[config.mk]
export PLATFORM = sky130hd
export DESIGN_NAME = seg_scan_capture
export DESIGN_NICKNAME = d
export VERILOG_FILES = /design/src/rtl/seg_scan_capture.sv
export SDC_FILE = /design/constraint.sdc
export NUM_CORES = 1
export LEC_CHECK = 0
export CAP_MARGIN = 20
export CORE_ASPECT_RATIO = 0.5
export CORE_UTILIZATION = 60
export CTS_CLUSTER_SIZE = 8
export DETAILED_ROUTE_END_ITERATION = 6
export PLACE_DENSITY = 0.84
export SYNTH_ARGS = -nofsm -noshare
export SYNTH_HDL_FRONTEND = slang
export SYNTH_SLANG_ARGS = --single-unit
[constraint.sdc]
create_clock -name clk -period 4.1 [get_ports clk]
set_input_delay 1.025 -clock clk [delete_from_list [all_inputs] [get_ports clk]]
set_output_delay 1.025 -clock clk [all_outputs]
set_load 0.005 [all_outputs]
[src/rtl/seg_scan_capture.sv]
// Seven-segment scan-bus readback: sync, glitch filter, decode to BCD, coherent 8-digit frame commit.
// Latency: pin change -> shadow in STABLE_CYCLES+3 edges, frame commit one edge after the 8th position; no backpressure.
module seg_scan_capture #(
  parameter int STABLE_CYCLES = 4
) (
  input  logic        clk,
  input  logic        rstb,
  input  logic [7:0]  digit,
  input  logic [7:0]  seg_data,
  input  logic        clr_err,
  output logic [31:0] value,
  output logic [7:0]  blank_mask,
  output logic        frame_valid,
  output logic        frame_done,
  output logic        err_onehot,
  output logic        err_pattern
);

  localparam int CNT_W = $clog2(STABLE_CYCLES);
  localparam logic [CNT_W-1:0] CNT_MAX = CNT_W'(STABLE_CYCLES - 1);

  typedef enum logic [1:0] {S_IDLE, S_COUNT, S_HELD} state_t;

  // The decimal point carries no digit information, so it is never sampled.
  logic unused_dp;
  assign unused_dp = seg_data[0];

  logic [14:0]      sync1_q, sync2_q, prev_q;
  state_t           state_q, state_d;
  logic [CNT_W-1:0] cnt_q, cnt_d;
  logic [31:0]      shadow_val_q, shadow_val_d;
  logic [7:0]       shadow_blank_q, shadow_blank_d;
  logic [7:0]       mask_q, mask_d, mask_base;
  logic [31:0]      value_q, value_d;
  logic [7:0]       blank_q, blank_d;
  logic             frame_valid_q, frame_valid_d;
  logic             frame_done_q, frame_done_d;
  logic             err_onehot_q, err_onehot_d;
  logic             err_pattern_q, err_pattern_d;

  logic             accept;
  logic             pair_changed;
  logic [7:0]       acc_dig;
  logic [6:0]       acc_seg;
  logic             is_onehot;
  logic             is_multi;
  logic [3:0]       dec_nib;
  logic             dec_blank;
  logic             dec_bad;
  logic             commit;

  assign acc_dig      = sync2_q[14:7];
  assign acc_seg      = sync2_q[6:0];
  assign pair_changed = (sync2_q != prev_q);
  assign is_onehot    = (acc_dig != 8'd0) && ((acc_dig & (acc_dig - 8'd1)) == 8'd0);
  assign is_multi     = (acc_dig != 8'd0) && !is_onehot;
  assign commit       = (mask_q == 8'hFF);

  always_comb begin
    state_d = state_q;
    cnt_d   = cnt_q;
    accept  = 1'b0;
    case (state_q)
      S_IDLE: begin
        if (pair_changed) begin
          state_d = S_COUNT;
          cnt_d   = '0;
        end
      end
      S_COUNT: begin
        if (pair_changed) begin
          cnt_d = '0;
        end else if (cnt_q == CNT_MAX) begin
          accept  = 1'b1;
          state_d = S_HELD;
          cnt_d   = '0;
        end else begin
          cnt_d = cnt_q + CNT_W'(1);
        end
      end
      S_HELD: begin
        if (pair_changed) begin
          state_d = S_COUNT;
          cnt_d   = '0;
        end
      end
      default: begin
        state_d = S_IDLE;
        cnt_d   = '0;
      end
    endcase
  end

  always_comb begin
    dec_nib   = 4'hE;
    dec_blank = 1'b0;
    dec_bad   = 1'b0;
    case (acc_seg)
      7'h7E: dec_nib = 4'd0;
      7'h30: dec_nib = 4'd1;
      7'h6D: dec_nib = 4'd2;
      7'h79: dec_nib = 4'd3;
      7'h33: dec_nib = 4'd4;
      7'h5B: dec_nib = 4'd5;
      7'h5F: dec_nib = 4'd6;
      7'h70: dec_nib = 4'd7;
      7'h7F: dec_nib = 4'd8;
      7'h7B: dec_nib = 4'd9;
      7'h00: begin
        dec_nib   = 4'hF;
        dec_blank = 1'b1;
      end
      default: dec_bad = 1'b1;
    endcase
  end

  // Shadow, mask and mask are kept in digit-bit order: bit j is position 7-j, nibble value[4j+3:4j].
  always_comb begin
    shadow_val_d   = shadow_val_q;
    shadow_blank_d = shadow_blank_q;
    mask_base      = commit ? 8'd0 : mask_q;
    mask_d         = mask_base;
    if (accept && is_onehot) begin
      for (int j = 0; j < 8; j++) begin
        if (acc_dig[j]) begin
          shadow_val_d[j*4 +: 4] = dec_nib;
          shadow_blank_d[j]      = dec_blank;
        end
      end
      mask_d = ((mask_base & acc_dig) != 8'd0) ? acc_dig : (mask_base | acc_dig);
    end
  end

  always_comb begin
    value_d       = commit ? shadow_val_q : value_q;
    blank_d       = commit ? shadow_blank_q : blank_q;
    frame_valid_d = frame_valid_q | commit;
    frame_done_d  = commit;
    err_onehot_d  = (clr_err ? 1'b0 : err_onehot_q) | (accept & is_multi);
    err_pattern_d = (clr_err ? 1'b0 : err_pattern_q) | (accept & is_onehot & dec_bad);
  end

  always_ff @(posedge clk or negedge rstb) begin
    if (!rstb) begin
      sync1_q        <= '0;
      sync2_q        <= '0;
      prev_q         <= '0;
      state_q        <= S_IDLE;
      cnt_q          <= '0;
      shadow_val_q   <= '0;
      shadow_blank_q <= '0;
      mask_q         <= '0;
      value_q        <= '0;
      blank_q        <= 8'hFF;
      frame_valid_q  <= 1'b0;
      frame_done_q   <= 1'b0;
      err_onehot_q   <= 1'b0;
      err_pattern_q  <= 1'b0;
    end else begin
      sync1_q        <= {digit, seg_data[7:1]};
      sync2_q        <= sync1_q;
      prev_q         <= sync2_q;
      state_q        <= state_d;
      cnt_q          <= cnt_d;
      shadow_val_q   <= shadow_val_d;
      shadow_blank_q <= shadow_blank_d;
      mask_q         <= mask_d;
      value_q        <= value_d;
      blank_q        <= blank_d;
      frame_valid_q  <= frame_valid_d;
      frame_done_q   <= frame_done_d;
      err_onehot_q   <= err_onehot_d;
      err_pattern_q  <= err_pattern_d;
    end
  end

  assign value       = value_q;
  assign blank_mask  = blank_q;
  assign frame_valid = frame_valid_q;
  assign frame_done  = frame_done_q;
  assign err_onehot  = err_onehot_q;
  assign err_pattern = err_pattern_q;

endmodule
==> results.md, run 1 <==
* Outcome: finished with violations
* Failing checks: DRC
* Final Wtd Congestion at 0.8104
* Switching Share at 21.29%
* Max_slew headroom at 43.54%
* Sequential cell area fraction in the yosys report at 63.15%
* Warnings, synthesis at 0
* Worst slew pin tran at 841.3 ps
* Layout cell share with drive strength beyond 1 at 33.64%
* Psw at 0.6555 mW
* DPL Wire Length at 6.637 mm
* Setup bufs post-CTS at 0
* Vias in the first global route at 3,259
* Worst-case hold slack at 347.2 ps
* Commonest cells after routing, fill and taps aside: dfrtp_1 (133), clkdlybuf4s50_1 (60), mux2_4 (40), mux2_2 (40), clkbuf_16 (17)
* CTS Hold Bufs at 0
* Net count, final at 435
* Crit path capture type: flop
* H-tree depth at 4
* R2R Path Start: sync2_q[12]
* Max Freq at 0.3596 GHz
* RSZ-0062 raised after global routing: no
* Min cycle time layout at 2781 ps
* Synth top area cells: dfrtp_1 (59%), mux2_4 (11%), mux2_2 (8.0%)
* FILL cells at 480
* Netlist Area Pre-Place at 5603 um2
* Synthesized area per cell at 16.05 um2
* CP Max Fanout at 8
* Core Util, Final at 78.17%
* Worst setup margin at 1319 ps
* Startpoint types: flop
* Gate Count Post-Synth at 349
* Combinational Power Share at 2.6%
* TritonCTS clock tree: done
* GRT overflow at 0
* Worst Hold Path Cells at 0
* Ports at 63
* Commonest non-fill, non-tap cell in the layout: dfrtp_1
* DIE WIDTH at 138.7 um
* Starting Density at 63.03%
* Residual DRC count at 6
* Area of the die at 9752 um2
* Data arrival, critical path at 3070 ps
* Worst Hold Path EP: sync2_q[11]
* Clock Skew at 7.009 ps
* Layout Cell Area excl Fill at 6948 um2
* Site Rows at 24
* Wire length per cell at 19.26 um
* Register-to-register setup slack at 1320 ps
* Routed vias at 3,092
* Hold Fails Final Rpt at 0
* Top FF cell, synth: dfrtp_1
* Count of final setup violators at 0
* Setup TNS at 0 ps
* Dpl cell area at 6311 um2
* Initial antenna violation count at 0
* Final Instance Count excl. Fillers at 545
* Area Growth Syn to Fin at 24.01%
* Fraction of registers with async set/reset at 100.0%
* Max clock buf depth at 2
* Synthesized Nets at 369
* Final Max Tran Viols at 0
* Hold crit path type: reg2reg
* Reg-to-reg endpoint: shadow_val_q[12]
* Port Buf Inserts at 61
* Cell Int Power at 2.423 mW
* Fin crit share at 67.83%
* Ant diodes at 0
* Pwr Total at 3.079 mW
* GRT Total Usage at 24.38%
* ANT nets after route at 0
* Post-synth EDFFs at 0
* Top-area cell type share of the netlist area at 59.40%
* Worst Path Class, Setup: reg2reg
* #FFs+latches synth at 141
* Power per cell area at 443.1 nW/um2
* First-pass GRT wire length at 17.61 mm
* Routed vias/inst at 5.673
* Peak supply drop at 327.2 uV
* Clk_lat worst skew at 410 ps
* CTS resizes at 0
* Yosys top cell by area: dfrtp_1
* DRT Pass-1 Iters at 7
* Cts bufs inserted at 17
* Place WS at 1344 ps
* Hold Startpoint: sync1_q[11]
* Reg clk slew, reported paths at 60 ps
* Inst Count DP at 512
* CTS Sinks at 141
* LEAKAGE at 3.259 nW
* Clk pwr share at 50.5%
* Die height at 70.33 um
* R2R cell count at 7
* Max Cap Viol at 0
* Largest net degree at the start of global routing at 124
* CORE AREA at 8889 um2
* Seq pwr share at 46.9%
* Synth cell types at 48
* Root Buffer Master: clkbuf_16
* Initial DRC Count at 199
* WP data required at 4390 ps
* Post-Route WL at 10.50 mm
-- state kept, by name, indices dropped and copies added, names as in the netlist, 2 cells and up --
name,flops
shadow_val_q,32
value,32
sync1_q,15
shadow_blank_q,8
prev_q,15
state_q,2
mask_q,8
blank_mask,8
cnt_q,2
sync2_q,15
-- how the worst max path moves through the flow --
stage                      from               end  slack, ps  cells past startpoint
global placement    sync2_q[12]  shadow_val_q[16]       1440                      7
finish              sync2_q[12]  shadow_val_q[12]       1320                      7
CTS                 sync2_q[12]   shadow_val_q[2]       1330                      7
floorplan            sync2_q[8]  shadow_val_q[11]       1800                      8
detailed placement  sync2_q[12]  shadow_val_q[15]       1340                      7
global route        sync2_q[12]  shadow_val_q[18]       1170                      7
-- worst max-delay path, stage by stage (launching register included) --
cell	delay, ps
dfrtp_1	540
xor2_1	210
nor4_1	370
nand4_1	270
nor2_2	390
buf_4	300
nand4_4	210
mux2_4	360
-- layout make-up --
class / count / area [um2] / share of cell area (%)
Clock buffer: 19 / 442.9 / 6.375
Inverter: 3 / 11.26 / 0.1621
Tap cell: 117 / 146.4 / 2.107
Multi-Input combinational cell: 186 / 1961 / 28.22
Timing Repair Buffer: 66 / 681.9 / 9.815
Clock inverter: 13 / 166.4 / 2.395
Sequential cell: 141 / 3538 / 50.93
-- layer usage --
metal | up-vias | global-route usage [%] | share of wire [%]
met3 | 16 | 6.310 | 5.1
met1 | 1583 | 32.18 | 44
met2 | 96 | 39.03 | 49
met4 | 0 | 10.12 | 1.5
met5 | - | 0 | 0
li1 | 1397 | - | -
-- synthesized netlist by cell type, types with 2 or more instances --
cell / count
a211oi_1: 4
a21oi_1: 3
a22o_1: 9
a22oi_1: 5
and3_1: 2
buf_2: 5
buf_4: 2
clkbuf_1: 10
dfrtp_1: 133
dfstp_2: 8
inv_1: 2
mux2_2: 40
mux2_4: 40
nand2_1: 3
nand2b_1: 2
nand3_1: 6
nand4_1: 5
nand4_4: 8
nor2_1: 4
nor2_4: 2
nor2b_1: 6
nor3_1: 5
nor4_1: 4
o22ai_1: 2
or3_1: 2
xnor2_1: 3
xor2_1: 13
-- power groups by stage --
stage               registers, mW  clock network (mW)  logic (mW)
finish                       1.44                1.55      0.0800
global route                 1.45                1.65      0.0902
CTS                          1.44                1.58      0.0788
detailed placement           1.47                   0      0.0781
global placement             1.47                   0      0.0746
floorplan                    1.45                   0      0.0427
-- logic make-up after synthesis --
family,share of synthesized area (%)
AOI/OAI and AO/OA,5.360
buffers and inverters,2.032
xor gates and xnor gates,2.501
and+or+nand+nor,7.794
muxes,18.94
DFF,63.15
adders and majority gates,0.2233
Power figures use the tool's default switching activity.
==> inputs of run 2 (changes only) <==
--- a/config.mk
+++ b/config.mk
@@ -7,10 +7,10 @@
 export LEC_CHECK = 0
 export CAP_MARGIN = 20
 export CORE_ASPECT_RATIO = 0.5
-export CORE_UTILIZATION = 60
+export CORE_UTILIZATION = 50
 export CTS_CLUSTER_SIZE = 8
 export DETAILED_ROUTE_END_ITERATION = 6
-export PLACE_DENSITY = 0.84
+export PLACE_DENSITY = 0.75
 export SYNTH_ARGS = -nofsm -noshare
 export SYNTH_HDL_FRONTEND = slang
 export SYNTH_SLANG_ARGS = --single-unit
==> constraint.sdc (replaced) <==
create_clock -name clk -period 2.2 [get_ports clk]
set_input_delay 0.55 -clock clk [delete_from_list [all_inputs] [get_ports clk]]
set_output_delay 0.55 -clock clk [all_outputs]
set_load 0.005 [all_outputs]
==> results.md, run 2 (same netlist as run 1, synthesis figures left out) <==
* Inst Count DP at 567 (+11%)
* Site Rows at 26 (+8.3%)
* Starting Density at 53.16% (-9.9 points)
* DPL Wire Length at 7.193 mm (+8.4%)
* Setup TNS at -1915 ps (-1915 ps)
* Final Wtd Congestion at 0.8462 (+4.4%)
* Clk_lat worst skew at 410 ps (about the same)
* CTS Sinks at 141 (unchanged)
* Residual DRC count at 0 (-6)
* Ant diodes at 0 (unchanged)
* Routed vias/inst at 5.417 (-4.5%)
* CORE AREA at 10,540 um2 (+19%)
* Outcome: finished with violations
* RSZ-0062 raised after global routing: yes
* Post-Route WL at 11.36 mm (+8.2%)
* Count of final setup violators at 40 (+40)
* Worst Path Buf+Inv at 1 (unchanged)
* Initial DRC Count at 129 (-35%)
* Routed vias at 3,288 (+6.3%)
* Layout Cell Area excl Fill at 7341 um2 (+5.7%)
* Worst Path Class, Setup: reg2reg
* Max_slew headroom at 54.60% (+11 points)
* Cts bufs inserted at 17 (unchanged)
* Power per cell area at 756.4 nW/um2 (+71%)
* Root Buffer Master: clkbuf_16
* H-tree depth at 4 (unchanged)
* WP data required at 2490 ps (-1900 ps)
* Initial antenna violation count at 0 (unchanged)
* CP Max Fanout at 9 (+1)
* Net count, final at 474 (+9.0%)
* TritonCTS clock tree: done
* Final Instance Count excl. Fillers at 607 (+11%)
* Worst setup margin at -63.43 ps (-1382 ps)
* Place WS at -41.27 ps (-1386 ps)
* Area Growth Syn to Fin at 31.02%
* Pwr Total at 5.553 mW (+80%)
* Reg clk slew, reported paths at 60 ps (about the same)
* DRT Pass-1 Iters at 5 (-2)
* Data arrival, critical path at 2560 ps (-510 ps)
* Critical Path, Cell by Cell: xor2_1 > nor4_2 > nand4_1 > nor2_4 > buf_12 > nand4_4 > mux2_4
* Hold Fails Final Rpt at 0 (unchanged)
* LEAKAGE at 3.502 nW (+7.5%)
* FILL cells at 693 (+44%)
* Core Util, Final at 69.65% (-8.5 points)
* Max Freq at 0.4418 GHz (+23%)
* Worst-case hold slack at 106.3 ps (-240.9 ps)
* Area of the die at 11,660 um2 (+20%)
* DIE WIDTH at 151.7 um (+9.4%)
* Largest net degree at the start of global routing at 57 (-54%)
* Wire length per cell at 18.71 um (-2.8%)
* Failing checks: setup timing
* First-pass GRT wire length at 18.68 mm (+6.1%)
* Port Buf Inserts at 61 (unchanged)
* Final Max Tran Viols at 0 (unchanged)
* Max clock buf depth at 2 (unchanged)
* Delay-heaviest family, CP: simple AND/OR/NAND/NOR gates
* Peak supply drop at 562.7 uV (+72%)
* Slowest stage delay, CP at 470 ps (-70 ps)
* GRT overflow at 0 (unchanged)
* CTS Hold Bufs at 0 (unchanged)
* Crit path capture type: flop
* Layout cell share with drive strength beyond 1 at 41.97% (+8.3 points)
* Startpoint types: flop
* Ports at 63 (unchanged)
* Die height at 76.85 um (+9.3%)
* GRT Total Usage at 21.46% (-2.9 points)
* Hold crit path type: in2async
* Dpl cell area at 6665 um2 (+5.6%)
* ANT nets after route at 0 (unchanged)
* Commonest cells after routing, fill and taps aside: dfrtp_1 (131), clkdlybuf4s50_1 (60), mux2_4 (40), mux2_2 (40), buf_4 (36)
* Max Cap Viol at 0 (unchanged)
* Vias in the first global route at 3,587 (+10%)
* Worst slew pin tran at 679.4 ps (-161.9 ps)
* Clock Skew at 11.35 ps (+4.344 ps)
* Commonest non-fill, non-tap cell in the layout: dfrtp_1
* Fin crit share at 102.9% (+35 points)
* Slowest stage cell, crit path: dfrtp_2
* Min cycle time layout at 2263 ps (-517.7 ps)
[run 2: cell types whose count changed in the layout (fill, tap and decap cells not counted), sizes merged]
cell / change
clkinvlp: -1
buf: +38
clkbuf: -1
inv: +6
bufinv: -3
[run 2: worst paths after layout]
check	startpoint	endpoint	slack [ps]	cells after the start
worst min register to register	sync1_q[9]	sync2_q[9]	350	0
worst min-delay path	rstb	sync2_q[8]	110	1
max in group asynchronous	rstb	blank_mask[7]	1370	2
worst max register to register	sync2_q[6]	shadow_val_q[13]	-60	7
min in group clk	sync1_q[9]	sync2_q[9]	350	0
worst max-delay path	sync2_q[6]	shadow_val_q[13]	-60	7
[run 2: repair_timing]
| item | in CTS | in global routing |
|---|---|---|
| pin swaps | 7 | 2 |
| gates cloned | 0 | 1 |
| resized for setup | 5 | 5 |
| setup buffers | 3 | 4 |
| setup endpoints to repair | 43 | 49 |
[run 2: area by class of cell]
cell class	count	area (um2)	area share, %
multi-input combinational	186	2024	27.58
clock buffer	17	425.4	5.795
tap	140	175.2	2.386
clock inverter	15	133.9	1.824
sequential	141	3541	48.24
inverter	3	11.26	0.1534
timing repair buffer	105	1030	14.03
[run 2: where the power goes]
group	internal, mW	leakage, nW	switching, mW
clock network	1.48	0.272	1.17
logic	0.0964	1.40	0.137
registers	2.64	1.83	0.0273
total	4.22	3.50	1.34
[run 2: per-layer routing]
| metal | vias up | track usage, % | part of all wire, % |
|---|---|---|---|
| li1 | 1471 | - | - |
| met1 | 1715 | 26.77 | 44 |
| met2 | 88 | 35.64 | 51 |
| met3 | 14 | 5.238 | 3.8 |
| met4 | 0 | 9.109 | 1.4 |
| met5 | - | 0 | 0 |
==> inputs of run 3 (changes only) <==
--- a/config.mk
+++ b/config.mk
@@ -10,7 +10,8 @@
 export CORE_UTILIZATION = 50
 export CTS_CLUSTER_SIZE = 8
 export DETAILED_ROUTE_END_ITERATION = 6
-export PLACE_DENSITY = 0.75
+export HOLD_SLACK_MARGIN = 0.1
+export PLACE_DENSITY = 0.74
 export SYNTH_ARGS = -nofsm -noshare
 export SYNTH_HDL_FRONTEND = slang
 export SYNTH_SLANG_ARGS = --single-unit
==> constraint.sdc (replaced) <==
create_clock -name clk -period 2.2 [get_ports clk]
set_input_delay 0.44 -clock clk [delete_from_list [all_inputs] [get_ports clk]]
set_output_delay 0.44 -clock clk [all_outputs]
set_load 0.005 [all_outputs]
==> results.md, run 3 (same netlist as run 1, synthesis figures left out) <==
* Outcome: finished with violations
* Failing checks: setup timing
* Max Cap Viol at 0 (unchanged)
* Final Max Tran Viols at 0 (unchanged)
* Site Rows at 26 (unchanged)
* Hold crit path type: reg2reg
* Wire length per cell at 18.62 um (-0.51%)
* CTS Sinks at 141 (unchanged)
* Starting Density at 53.16% (unchanged)
* Pwr Total at 5.927 mW (+6.7%)
* Area Growth Syn to Fin at 30.53%
* Hold Fails Final Rpt at 0 (unchanged)
* Final Wtd Congestion at 0.8470 (about the same)
* First-pass GRT wire length at 18.69 mm (about the same)
* FILL cells at 696 (+0.43%)
* CP Max Fanout at 11 (+2)
* WP data required at 2500 ps (about the same)
* Slowest stage cell, crit path: or4_4
* Worst Path Class, Setup: reg2reg
* LEAKAGE at 3.473 nW (-0.83%)
* Clock Skew at 11.25 ps (-0.1019 ps)
* DPL Wire Length at 7.282 mm (+1.2%)
* Clk_lat worst skew at 420 ps (about the same)
* Power per cell area at 810.4 nW/um2 (+7.1%)
* CORE AREA at 10,540 um2 (unchanged)
* Net count, final at 466 (-1.7%)
* RSZ-0062 raised after global routing: yes
* Dpl cell area at 6650 um2 (-0.23%)
* Routed vias at 3,219 (-2.1%)
* R2R Path Start: sync2_q[7]
* Final Instance Count excl. Fillers at 599 (-1.3%)
* Critical Path, Cell by Cell: or4_4 > a2111oi_4 > nor3_2 > nor2_4 > buf_12 > nand4_4 > mux2_4
* Die height at 76.85 um (unchanged)
* DIE WIDTH at 151.7 um (unchanged)
* Hold Startpoint: sync1_q[5]
* Reg clk slew, reported paths at 60 ps (about the same)
* Largest net degree at the start of global routing at 57 (unchanged)
* Slowest stage delay, CP at 590 ps (+120 ps)
* GRT overflow at 0 (unchanged)
* Layout Cell Area excl Fill at 7313 um2 (-0.38%)
* Vias in the first global route at 3,495 (-2.6%)
* Max Freq at 0.4430 GHz (+0.26%)
* Commonest non-fill, non-tap cell in the layout: dfrtp_1
* Peak supply drop at 602.0 uV (+7.0%)
* Layout cell share with drive strength beyond 1 at 39.65% (-2.3 points)
* Worst slew pin tran at 655.4 ps (-23.97 ps)
* DRT Pass-1 Iters at 5 (unchanged)
* H-tree depth at 4 (unchanged)
* Port Buf Inserts at 61 (unchanged)
* Reg-to-reg endpoint: shadow_val_q[10]
* Cts bufs inserted at 17 (unchanged)
* Register-to-register setup slack at -60 ps (about the same)
* Ports at 63 (unchanged)
* Place WS at -63.34 ps (-22.07 ps)
* Root Buffer Master: clkbuf_16
* Initial DRC Count at 330 (+160%)
* Commonest cells after routing, fill and taps aside: dfrtp_1 (132), clkdlybuf4s50_1 (60), mux2_4 (40), mux2_2 (40), buf_4 (30)
* Worst-case hold slack at 344.3 ps (+238.0 ps)
* Min cycle time layout at 2258 ps (-5.893 ps)
* CP startpoint: sync2_q[7]
* Startpoint types: flop
* Count of final setup violators at 40 (unchanged)
* ANT nets after route at 0 (unchanged)
* Ant diodes at 0 (unchanged)
* GRT Total Usage at 21.89% (+0.43 points)
* Initial antenna violation count at 0 (unchanged)
* Fin crit share at 102.6% (-0.27 points)
* Max_slew headroom at 56.21% (+1.6 points)
* Crit path capture type: flop
* Max clock buf depth at 2 (unchanged)
* Inst Count DP at 565 (-0.35%)
* Routed vias/inst at 5.374 (-0.79%)
* Data arrival, critical path at 2560 ps (about the same)
* Residual DRC count at 0 (unchanged)
* Post-Route WL at 11.15 mm (-1.8%)
* Worst Setup EP: shadow_val_q[10]
* R2R cell count at 7 (unchanged)
* Worst setup margin at -57.53 ps (+5.893 ps)
* TritonCTS clock tree: done
* Area of the die at 11,660 um2 (unchanged)
==> run 3: changes by cell type in the layout (fill, tap and decap cells not counted), moves of 2 or more <==
cell and delta:
buf_6 -2, clkinv_2 -2, inv_6 -4, inv_8 -2, clkbuf_1 +2, buf_4 -6
bufinv_16 +4
==> run 3: where the power goes <==
group          internal, mW  total, mW  switching (mW)
combinational        0.0920      0.222           0.130
clock                  1.94       3.04            1.10
sequential             2.64       2.66          0.0254
total                  4.67       5.93            1.26
==> run 3: worst max-delay path: cells and delay by family (launching register included) <==
kind                   cells  cell delay [ps]
AO/OA/AOI/OAI              1              240
buffers and inverters      1              170
flip-flops                 1              400
multiplexers               1              370
AND/OR/NAND/NOR            4              970
==> run 3: stage by stage <==
| step | setup TNS, ps | util [%] |
|---|---|---|
| final | -1547 | 69.39 |
| after CTS | -1704 | 69.29 |
| after global routing | -3775 | 69.39 |
| after floorplan | -557.8 | - |
| after global placement | -52.81 | 63.09 |
| after detailed placement | -1771 | 63.09 |
==> run 3: how the worst min path moves through the flow <==
stage          depth (start not counted)          end  slack (ps)
2_1_floorplan                          0     cnt_q[0]         140
3_3_place_gp                           0   sync2_q[6]         330
3_5_place_dp                           0   sync2_q[7]         330
4_1_cts                                0   sync2_q[5]         350
5_1_grt                                0  sync2_q[13]         350
6_report                               0   sync2_q[5]         340
==> run 3: layer usage <==
layer / share of wire (%) / vias to the layer above / track usage [%]
met4: 1.6 / 0 / 10.30
li1: - / 1456 / -
met3: 5.7 / 18 / 5.833
met1: 43 / 1634 / 28.78
met5: 0 / - / 0
met2: 50 / 111 / 33.86
==> run 3: what timing repair did <==
action	CTS	global route
buffers inserted	1	0
hold endpoints to repair	51	0
setup endpoints to repair	49	43
gates resized for setup	2	2
gates cloned	0	0
pin swaps	1	2
hold buffers	1	0
==> run 3: layout make-up <==
cell class              count  area, um2  area share, %
repair buffers             97      947.2          12.95
multi-input cells         186       2007          27.44
flip-flops and latches    141       3540          48.40
inverters                   3      11.26         0.1540
well taps                 140      175.2          2.395
clock inverters            12      186.4          2.549
clock buffers              20      446.7          6.108
